--- config.mk ---
export PLATFORM = sky130hd
export DESIGN_NAME = ccu_perf_monitor_flat
export DESIGN_NICKNAME = d
export VERILOG_FILES = /design/src/rtl/ccu_perf_monitor_if.sv /design/src/rtl/ccu_perf_monitor.sv /design/src/flat_wrapper.sv
export SDC_FILE = /design/constraint.sdc
export NUM_CORES = 1
export LEC_CHECK = 0
export CAP_MARGIN = 15
export CORE_MARGIN = 2
export CORE_UTILIZATION = 57
export DETAILED_ROUTE_END_ITERATION = 10
export PLACE_DENSITY = 0.95
export SYNTH_ARGS = -nofsm -noshare
export SYNTH_HDL_FRONTEND = slang
export SYNTH_SLANG_ARGS = --single-unit
--- constraint.sdc ---
create_clock -name clk -period 4.5 [get_ports clk]
set_input_delay 0.675 -clock clk [delete_from_list [all_inputs] [get_ports clk]]
set_output_delay 0.675 -clock clk [all_outputs]
set_load 0.01 [all_outputs]
--- src/rtl/ccu_perf_monitor_if.sv ---
// Control and result-stream observation bundle for ccu_perf_monitor.
// master: the side that drives the CCU controls and the stream handshake.
// slave : the monitor, which only observes.
interface ccu_perf_monitor_if;
  logic        op_start;
  logic        op_abort;
  logic [31:0] iter_total;
  logic        rslt_tvalid;
  logic        rslt_tready;
  logic        rslt_tlast;

  modport master (output op_start, op_abort, iter_total, rslt_tvalid, rslt_tready, rslt_tlast);
  modport slave  (input  op_start, op_abort, iter_total, rslt_tvalid, rslt_tready, rslt_tlast);
endinterface

--- src/rtl/ccu_perf_monitor.sv ---
// ccu_perf_monitor: operation/iteration progress and timing monitor for the
// CentralControlUnit. Feeds the write-only status bank of the CCU register
// file together with its update (wo_reg_en) and clear (wo_reg_rst) strobes.
// Optional: define CCU_PERF_MONITOR_STALL_CNT_EN to add the stall_cycles
// counter (result valid while not ready, counted in RUN).
module ccu_perf_monitor #(
  parameter int CNT_WIDTH = 32,
  parameter bit SATURATE  = 1'b1
) (
  input  logic                 clk,
  input  logic                 rst,
  ccu_perf_monitor_if.slave    ctl,
  output logic                 busy,
  output logic                 op_done,
  output logic                 wo_reg_en,
  output logic                 wo_reg_rst,
  output logic [CNT_WIDTH-1:0] operation_progress_rslt,
  output logic [CNT_WIDTH-1:0] operation_progress_iter,
  output logic [CNT_WIDTH-1:0] iteration_timer,
  output logic [CNT_WIDTH-1:0] iteration_latency,
  output logic [CNT_WIDTH-1:0] operation_timer,
  output logic [CNT_WIDTH-1:0] operation_latency
`ifdef CCU_PERF_MONITOR_STALL_CNT_EN
  ,
  output logic [CNT_WIDTH-1:0] stall_cycles
`endif
);

  typedef logic [CNT_WIDTH-1:0] cnt_t;
  typedef enum logic [1:0] {IDLE, RUN, DONE} state_t;

  state_t      state_q, state_d;
  logic [31:0] iter_total_q;

  logic beat, last, in_run, start_acc, zero_iter, cmpl, finish, cnt_last;

  // Increment that either sticks at all-ones or wraps, depending on SATURATE.
  function automatic cnt_t inc(input cnt_t x);
    if (SATURATE && (&x)) return x;
    return x + cnt_t'(1);
  endfunction

  assign beat      = ctl.rslt_tvalid & ctl.rslt_tready;
  assign last      = beat & ctl.rslt_tlast;
  assign in_run    = (state_q == RUN);
  assign start_acc = ctl.op_start & ~in_run;
  assign zero_iter = (iter_total_q == 32'd0);
  // Compare on the unsaturated 33-bit sum so a saturated progress counter
  // can never alias onto the target count.
  assign cmpl      = last & (({1'b0, 32'(operation_progress_iter)} + 33'd1) == {1'b0, iter_total_q});
  // Abort outranks completion; a zero-length operation completes at once.
  assign finish    = in_run & ~ctl.op_abort & (zero_iter | cmpl);
  // Packet-end bookkeeping (and the wo_reg_en pulse) is skipped for a
  // zero-length operation, but kept on an aborting cycle.
  assign cnt_last  = in_run & last & ~zero_iter;

  // Next-state logic.
  always_comb begin
    state_d = state_q;
    unique case (state_q)
      IDLE: if (start_acc) state_d = RUN;
      RUN: begin
        if (ctl.op_abort)          state_d = IDLE;
        else if (zero_iter | cmpl) state_d = DONE;
      end
      DONE:    state_d = start_acc ? RUN : IDLE;
      default: state_d = IDLE;
    endcase
  end

  // State register.
  always_ff @(posedge clk or negedge rst) begin
    if (!rst) state_q <= IDLE;
    else      state_q <= state_d;
  end

  // Registered status outputs, strobes and counters.
  always_ff @(posedge clk or negedge rst) begin
    if (!rst) begin
      busy                    <= 1'b0;
      op_done                 <= 1'b0;
      wo_reg_en               <= 1'b0;
      wo_reg_rst              <= 1'b0;
      iter_total_q            <= '0;
      operation_progress_rslt <= '0;
      operation_progress_iter <= '0;
      iteration_timer         <= '0;
      iteration_latency       <= '0;
      operation_timer         <= '0;
      operation_latency       <= '0;
`ifdef CCU_PERF_MONITOR_STALL_CNT_EN
      stall_cycles            <= '0;
`endif
    end else begin
      busy       <= (state_d == RUN);
      op_done    <= finish;
      wo_reg_en  <= cnt_last;
      wo_reg_rst <= start_acc;
      if (start_acc) begin
        iter_total_q            <= ctl.iter_total;
        operation_progress_rslt <= '0;
        operation_progress_iter <= '0;
        iteration_timer         <= '0;
        iteration_latency       <= '0;
        operation_timer         <= '0;
        operation_latency       <= '0;
`ifdef CCU_PERF_MONITOR_STALL_CNT_EN
        stall_cycles            <= '0;
`endif
      end else if (in_run) begin
        if (beat) operation_progress_rslt <= inc(operation_progress_rslt);
        if (cnt_last) begin
          operation_progress_iter <= inc(operation_progress_iter);
          iteration_latency       <= inc(iteration_timer);
        end
        // Timers freeze on the aborting cycle.
        if (!ctl.op_abort) begin
          operation_timer <= inc(operation_timer);
          iteration_timer <= cnt_last ? '0 : inc(iteration_timer);
        end
        if (finish) operation_latency <= inc(operation_timer);
`ifdef CCU_PERF_MONITOR_STALL_CNT_EN
        if (ctl.rslt_tvalid && !ctl.rslt_tready) stall_cycles <= inc(stall_cycles);
`endif
      end
    end
  end

endmodule
--- src/flat_wrapper.sv ---
// flat-port wrapper written by rule: the top's interface ports become plain ports
module ccu_perf_monitor_flat 
#(
  parameter int CNT_WIDTH = 32,
  parameter bit SATURATE  = 1'b1
)
  (clk, rst, busy, op_done, wo_reg_en, wo_reg_rst, operation_progress_rslt, operation_progress_iter, iteration_timer, iteration_latency, operation_timer, operation_latency, ctl_op_start, ctl_op_abort, ctl_iter_total, ctl_rslt_tvalid, ctl_rslt_tready, ctl_rslt_tlast);
  ccu_perf_monitor_if ctl_i ();
  input  logic clk;
  input  logic rst;
  output logic busy;
  output logic op_done;
  output logic wo_reg_en;
  output logic wo_reg_rst;
  output logic [CNT_WIDTH-1:0] operation_progress_rslt;
  output logic [CNT_WIDTH-1:0] operation_progress_iter;
  output logic [CNT_WIDTH-1:0] iteration_timer;
  output logic [CNT_WIDTH-1:0] iteration_latency;
  output logic [CNT_WIDTH-1:0] operation_timer;
  output logic [CNT_WIDTH-1:0] operation_latency;
  input wire logic [$bits(ctl_i.op_start)-1:0] ctl_op_start;
  input wire logic [$bits(ctl_i.op_abort)-1:0] ctl_op_abort;
  input wire logic [$bits(ctl_i.iter_total)-1:0] ctl_iter_total;
  input wire logic [$bits(ctl_i.rslt_tvalid)-1:0] ctl_rslt_tvalid;
  input wire logic [$bits(ctl_i.rslt_tready)-1:0] ctl_rslt_tready;
  input wire logic [$bits(ctl_i.rslt_tlast)-1:0] ctl_rslt_tlast;
  assign ctl_i.op_start = ctl_op_start;
  assign ctl_i.op_abort = ctl_op_abort;
  assign ctl_i.iter_total = ctl_iter_total;
  assign ctl_i.rslt_tvalid = ctl_rslt_tvalid;
  assign ctl_i.rslt_tready = ctl_rslt_tready;
  assign ctl_i.rslt_tlast = ctl_rslt_tlast;
  ccu_perf_monitor #(.CNT_WIDTH(CNT_WIDTH), .SATURATE(SATURATE)) u_core (.clk(clk), .rst(rst), .ctl(ctl_i), .busy(busy), .op_done(op_done), .wo_reg_en(wo_reg_en), .wo_reg_rst(wo_reg_rst), .operation_progress_rslt(operation_progress_rslt), .operation_progress_iter(operation_progress_iter), .iteration_timer(iteration_timer), .iteration_latency(iteration_latency), .operation_timer(operation_timer), .operation_latency(operation_latency));
endmodule
==> out/results.ini, run 1 <==
[run_status]
outcome = finished, final reports clean

[synthesis]
yosysWarnings = 0
synth_area_leader_cell = dfrtp_1
ys_async_sr_fraction_pct = 100
synth_seq_cells = 230
netlist.area_leader.share_pct = 45.2
synth_area_sq_um = 12700
ys.flop_type = dfrtp_1
synth_seq_area_share_pct = 45.2
synth_edf_count = 0
synthTopCellsByArea = dfrtp_1 (45%), nand2_1 (6.6%), xnor2_1 (6.2%)
synth.net_count = 1476
synth_cell_types = 76
netlist_instances = 1433
syn_area_per_cell_sq_um = 8.89

[layout]
area_growth_pct = 27.1
final_common_cell = clkdlybuf4s50_1
drive_above_1_share_pct = 6.32
mostFrequentLayoutCells = clkdlybuf4s50_1 (233), dfrtp_1 (230), nand2_1 (221)
final.fill_count = 1488
nets = 1670
ff_latch_area_sq_um = 5760
multi_input_area_sq_um = 6480

[placed_design]
dp_slack_ns = 0.719
hpwl_microns = 27400
port_buffers = 234
gp_congestion = 0.944

[setup_path]
crit_buf_inv = 2
path_delay_family = simple AND/OR/NAND/NOR gates
max_stage_delay_ns = 0.64
arrival_ns = 4.34
cp_data_required_time_ns = 4.93
setup.worst_path.start_class = flop
end_kind = flop
critPathSlowestCell = nor4_2
critical_path_class = reg -> reg
cp_max_fo = 13
path_cells = ha_1 -> nand3_1 -> buf_4 -> nor4_2 -> nand4_1 -> xnor2_1 -> a211oi_1 -> and4_1 -> o21ai_4 -> buf_4 -> a211oi_1

[timing]
hold_violations = 0
setup_tns_ns = 0
clock.fmax_mhz = 256
setup_slack_ns = 0.591
post-route-min-period_ns = 3.91
skew_ns = 0.0236
whs_ns = 0.114
slew_violations = 0
final-setup-viol-count = 0
rsz0062_at_grt = no
worst_pin_slew_ns = 1.18
period_share_pct = 86.9
slew_headroom_pct = 21.1

[clock_tree]
post_cts_buffers = 0
clock_latency_ns = 0.54
path_clk_slew_ns = 0.06
cts_tree = built
cts.sink_count = 230
cts_hold_buf = 0
h-tree-depth = 1
cts.repair.resized = 0
cts_root_buf = clkbuf_16
numCtsBuffers = 26
clockBufferDepth = 3

[detailed_routing]
post_drt_wl_per_cell_microns = 20.9
drt_wl_total_microns = 40300
num_vias = 12214
dr.pass1.iters = 5
drcViolationCount = 0
via_per_inst = 6.33
drt_first_iter_violations = 1327
drtAntennaViolNets = 0

[floorplan]
dieArea_sq_um = 23600
num_rows = 54
io-pin-count = 235
core_region_area_sq_um = 21900
initial_core_util_pct = 58.2
die_y_microns = 153
dieWidth_microns = 153

[global_routing]
grt_pass1_vias = 11869
grt_max_degree = 89
grt_use_total_pct = 33.6
antenna_found_initial = 3
grt_overflow_total = 0
grt_pass1_wl_microns = 64400

[pwr]
ir_drop_uv = 474
power_density_nw_per_um2 = 329
p_leak_nw = 6.57

[run]
max_cap_violations = 0

[hold_path]
hp-class = in -> async

==> cells in the mapped netlist (3+ instances only) <==
cell type,n
a211oi_1,9
a211oi_2,12
a21o_1,5
a21oi_1,32
a22o_1,3
a31oi_1,14
and2_1,8
and3_1,21
and4_1,22
buf_1,3
buf_2,19
buf_4,3
clkbuf_1,62
dfrtp_1,230
ha_1,4
inv_1,35
mux2i_1,13
nand2_1,223
nand2b_1,8
nand3_1,92
nand3b_1,6
nand4_1,40
nand4_2,3
nor2_1,120
nor2b_1,6
nor3_1,23
nor4_1,28
nor4_2,3
o211a_1,4
o211ai_1,8
o21ai_0,113
o22ai_1,9
o31ai_1,24
o32ai_1,3
o41ai_1,4
or2_2,4
or3_1,13
or4_1,4
xnor2_1,90
xor2_1,59
==> power by group <==
group	leakage, nW	total (mW)	switching (mW)	internal [mW]
clock network	0.463	2.32	0.880	1.44
logic	2.96	0.691	0.405	0.286
registers	3.14	2.31	0.144	2.17
total	6.57	5.33	1.43	3.90
==> final timing paths <==
path / slack, ns / end / cells after the start / startpoint
max reg2reg: 0.59 / u_core.operation_latency[11] / 11 / u_core.operation_progress_iter[0]
max: 0.59 / u_core.operation_latency[11] / 11 / u_core.operation_progress_iter[0]
min in group clk: 0.50 / u_core.iteration_latency[26] / 2 / u_core.iteration_latency[26]
min reg2reg: 0.50 / u_core.iteration_latency[26] / 2 / u_core.iteration_latency[26]
max in group asynchronous: 3.24 / u_core.iteration_latency[3] / 2 / rst
min: 0.11 / u_core.operation_latency[17] / 1 / rst
==> kinds of logic after synthesis <==
family,Yosys count,share of synthesized area [%]
compound gates,268,13.9
simple gates,639,24.7
buf+inv,127,4.14
flops,230,45.2
mux,14,1.11
fa+ha+maj,4,0.393
xor+xnor,151,10.6
==> state kept, by name, indices dropped and copies added (netlist names) <==
| signal | cells |
|---|---|
| u_core.op_done | 1 |
| u_core.iter_total_q | 32 |
| u_core.iteration_latency | 32 |
| u_core.operation_progress_iter | 32 |
| u_core.operation_progress_rslt | 32 |
| u_core.operation_timer | 32 |
| u_core.state_q | 2 |
| u_core.operation_latency | 32 |
| u_core.busy | 1 |
| u_core.iteration_timer | 32 |
| u_core.wo_reg_rst | 1 |
| u_core.wo_reg_en | 1 |
==> metrics by stage <==
| step | std cells | cell area (sq um) | power, mW | utilization (%) |
|---|---|---|---|---|
| after global routing | 1928 | 16200 | 5.50 | 73.9 |
| final | 1929 | 16200 | 5.33 | 73.9 |
| after floorplan | 1433 | 12700 | 2.70 | - |
| after CTS | 1925 | 16200 | 5.34 | 73.9 |
| after detailed placement | 1878 | 15200 | 3.02 | 69.5 |
| after global placement | 1878 | 15200 | 3.00 | 69.5 |
==> worst register-to-register path: cells and delay by family, from the launching register on <==
| kind | cells | cell delay, ns |
|---|---|---|
| AND/OR/NAND/NOR | 4 | 1.51 |
| AO/OA/AOI/OAI | 3 | 0.85 |
| buffers and inverters | 2 | 0.51 |
| flip-flops | 1 | 0.47 |
| adder cells (fa/ha/maj) | 1 | 0.29 |
| XOR/XNOR | 1 | 0.20 |
==> layer usage <==
layer	part of all wire, %	track usage, %
met1	39	43.9
met2	47	54.3
met3	9.5	7.71
met4	4.7	14.0
met5	0	0
==> cell type report <==
cell class / count / area share (%)
multi-input combinational: 1076 / 40.0
sequential: 230 / 35.6
timing repair buffer: 255 / 15.5
clock buffer: 34 / 4.58
tap: 280 / 2.16
clock inverter: 13 / 1.28
inverter: 38 / 0.889
antenna: 3 / 0.0464
Note: power is estimated with default switching activity, not from simulation.
==> run 2, diff against run 1 <==
CORE_UTILIZATION = 58   (was 57)
DONT_BUFFER_PORTS = 1   (was not set)
PLACE_DENSITY = 0.85   (was 0.95)
==> run 2 against run 1 <==
The flow now finishes with violations (hold timing); non-clock buffer count is 241 lower; clock-buffer cell count is 5 higher; sequential power hardly changed; die area is 1.7% lower; register-to-register slack worse by 0.23 ns; clock skew is 0.012 ns lower; global-route usage is 3.9 points lower; cell count is 13% lower; final area is 16% lower; largest cell class unchanged.
==> out/results.ini, run 2 (synthesis results as in run 1) <==
[pwr]
power_density_nw_per_um2 = 357  ; +8.4%
p_leak_nw = 5.66  ; -14%
ir_drop_uv = 317  ; -33%

[global_routing]
grt_pass1_vias = 10474  ; -12%
grt_max_degree = 231  ; +160%
antenna_found_initial = 2  ; -1
grt_overflow_total = 0  ; unchanged
grt_use_total_pct = 29.7  ; -3.9 points
grt_pass1_wl_microns = 56600  ; -12%

[timing]
period_share_pct = 92.0  ; +5.1 points
whs_ns = -0.177  ; -0.291 ns
post-route-min-period_ns = 4.14  ; +0.229 ns
rsz0062_at_grt = no
hold_violations = 230  ; +230
skew_ns = 0.0111  ; -0.0124 ns
final-setup-viol-count = 0  ; unchanged
setup_tns_ns = 0  ; unchanged
slew_violations = 0  ; unchanged
slew_headroom_pct = 23.9  ; +2.8 points
worst_pin_slew_ns = 1.14  ; -0.0414 ns
clock.fmax_mhz = 242  ; -5.5%
setup_slack_ns = 0.362  ; -0.229 ns

[clock_tree]
cts_root_buf = clkbuf_16
path_clk_slew_ns = 0.06  ; about the same
cts.repair.resized = 0  ; unchanged
cts.sink_count = 230  ; unchanged
cts_tree = built
clock_latency_ns = 0.54  ; about the same
h-tree-depth = 1  ; unchanged
numCtsBuffers = 27  ; +3.8%
clockBufferDepth = 3  ; unchanged

[setup_path]
critPathSlowestCell = nor4_1
rr_startpoint = u_core.operation_progress_iter[0]
setup.worst_path.start_class = flop
setup.worst_path.start = u_core.operation_progress_iter[0]
path_cells = ha_1 -> nand3_1 -> nor4_1 -> and4_1 -> o22ai_1 -> nor4_1 -> nand4_1 -> buf_4 -> a31oi_2 -> o22ai_1
timing.rr.end = u_core.operation_latency[29]
reg2reg_slack_ns = 0.36  ; -0.23 ns
critical_path_class = reg -> reg
cp_max_fo = 15  ; +2
cp_data_required_time_ns = 4.87  ; -0.06 ns
arrival_ns = 4.51  ; +0.17 ns
max_stage_delay_ns = 0.84  ; +0.20 ns
reg2reg_depth = 10  ; -1
end_kind = flop

[floorplan]
core_region_area_sq_um = 21700  ; -0.93%
dieWidth_microns = 152  ; -0.84%
io-pin-count = 235  ; unchanged
die_y_microns = 152  ; -0.84%
num_rows = 54  ; unchanged
initial_core_util_pct = 58.7  ; +0.54 points
dieArea_sq_um = 23200  ; -1.7%

[layout]
area_growth_pct = 7.28
mostFrequentLayoutCells = dfrtp_1 (230), nand2_1 (221), nor2_1 (118)
final_common_cell = dfrtp_1
drive_above_1_share_pct = 6.48  ; +0.16 points
final.fill_count = 1778  ; +19%
nets = 1430  ; -14%

[detailed_routing]
num_vias = 10793  ; -12%
dr.pass1.iters = 6  ; +1
drt_wl_total_microns = 35100  ; -13%
via_per_inst = 6.40  ; +1.0%
drt_first_iter_violations = 905  ; -32%
post_drt_wl_per_cell_microns = 20.8  ; -0.21%
drcViolationCount = 0  ; unchanged
drtAntennaViolNets = 0  ; unchanged

[placed_design]
gp_congestion = 0.931  ; -1.3%
port_buffers = 0  ; -100%
dp_slack_ns = 0.524  ; -0.195 ns
hpwl_microns = 24200  ; -12%

[run]
max_cap_violations = 0  ; unchanged

[run_status]
outcome = finished with violations
violations = hold timing

[hold_path]
hp-class = in -> async

-- run 2: changes by cell type in the layout (fill, tap and decap cells not counted), sizes merged --
cell	previous run	this run
buf	21	14
bufinv	5	0
clkbuf	35	39
clkdlybuf4s50	233	0
clkinvlp	2	0
diode	3	2
inv	37	39
-- run 2: through the flow --
step	power [mW]	area, sq um	hold slack, ns	cells	utilization [%]
floorplan	2.70	12700	0.379	1433	-
global placement	2.85	12800	0.385	1637	59.1
detailed placement	2.86	12800	0.385	1637	59.1
CTS	4.90	13600	-0.190	1684	62.9
global route	5.05	13700	-0.195	1685	63.0
finish	4.88	13700	-0.177	1687	63.0
-- run 2: worst max path at each step --
stage,endpoint
floorplan,u_core.operation_latency[15]
global placement,u_core.operation_latency[29]
detailed placement,u_core.operation_latency[1]
CTS,u_core.operation_latency[26]
global route,u_core.operation_latency[1]
finish,u_core.operation_latency[29]
-- run 2: area by class of cell --
type,count,area [sq um],share of cell area (%)
diodes,2,5.00,0.0366
flip-flops and latches,230,5760,42.1
inverters,38,144,1.05
multi-input cells,1076,6470,47.4
well taps,280,350,2.56
clock buffers,39,761,5.57
clock inverters,8,62.6,0.458
repair buffers,14,113,0.824
-- run 2: per-layer routing --
layer,vias to the layer above,global-route usage (%),part of all wire [%]
li1,4959,-,-
met1,5224,38.1,39
met2,523,47.8,46
met3,85,9.76,11
met4,2,9.70,3.2
met5,-,0,0.043
-- run 2: power breakdown --
group          internal, mW  leakage [nW]  switching [mW]
registers              2.17          3.14           0.173
clock network          1.18         0.409           0.862
logic                 0.188          2.11           0.309
-- run 2: timing repair --
action,CTS,global route
endpoints found under the setup margin,0,0
buffers inserted,0,0
endpoints found under the hold margin,230,230
-- run 2: critical path, delay by kind of cell (launching register included) --
family	cells	cell delay [ns]
buffers and inverters	1	0.26
AO/OA/AOI/OAI	3	0.82
AND/OR/NAND/NOR	5	2.07
flip-flops	1	0.51
adder cells (fa/ha/maj)	1	0.29
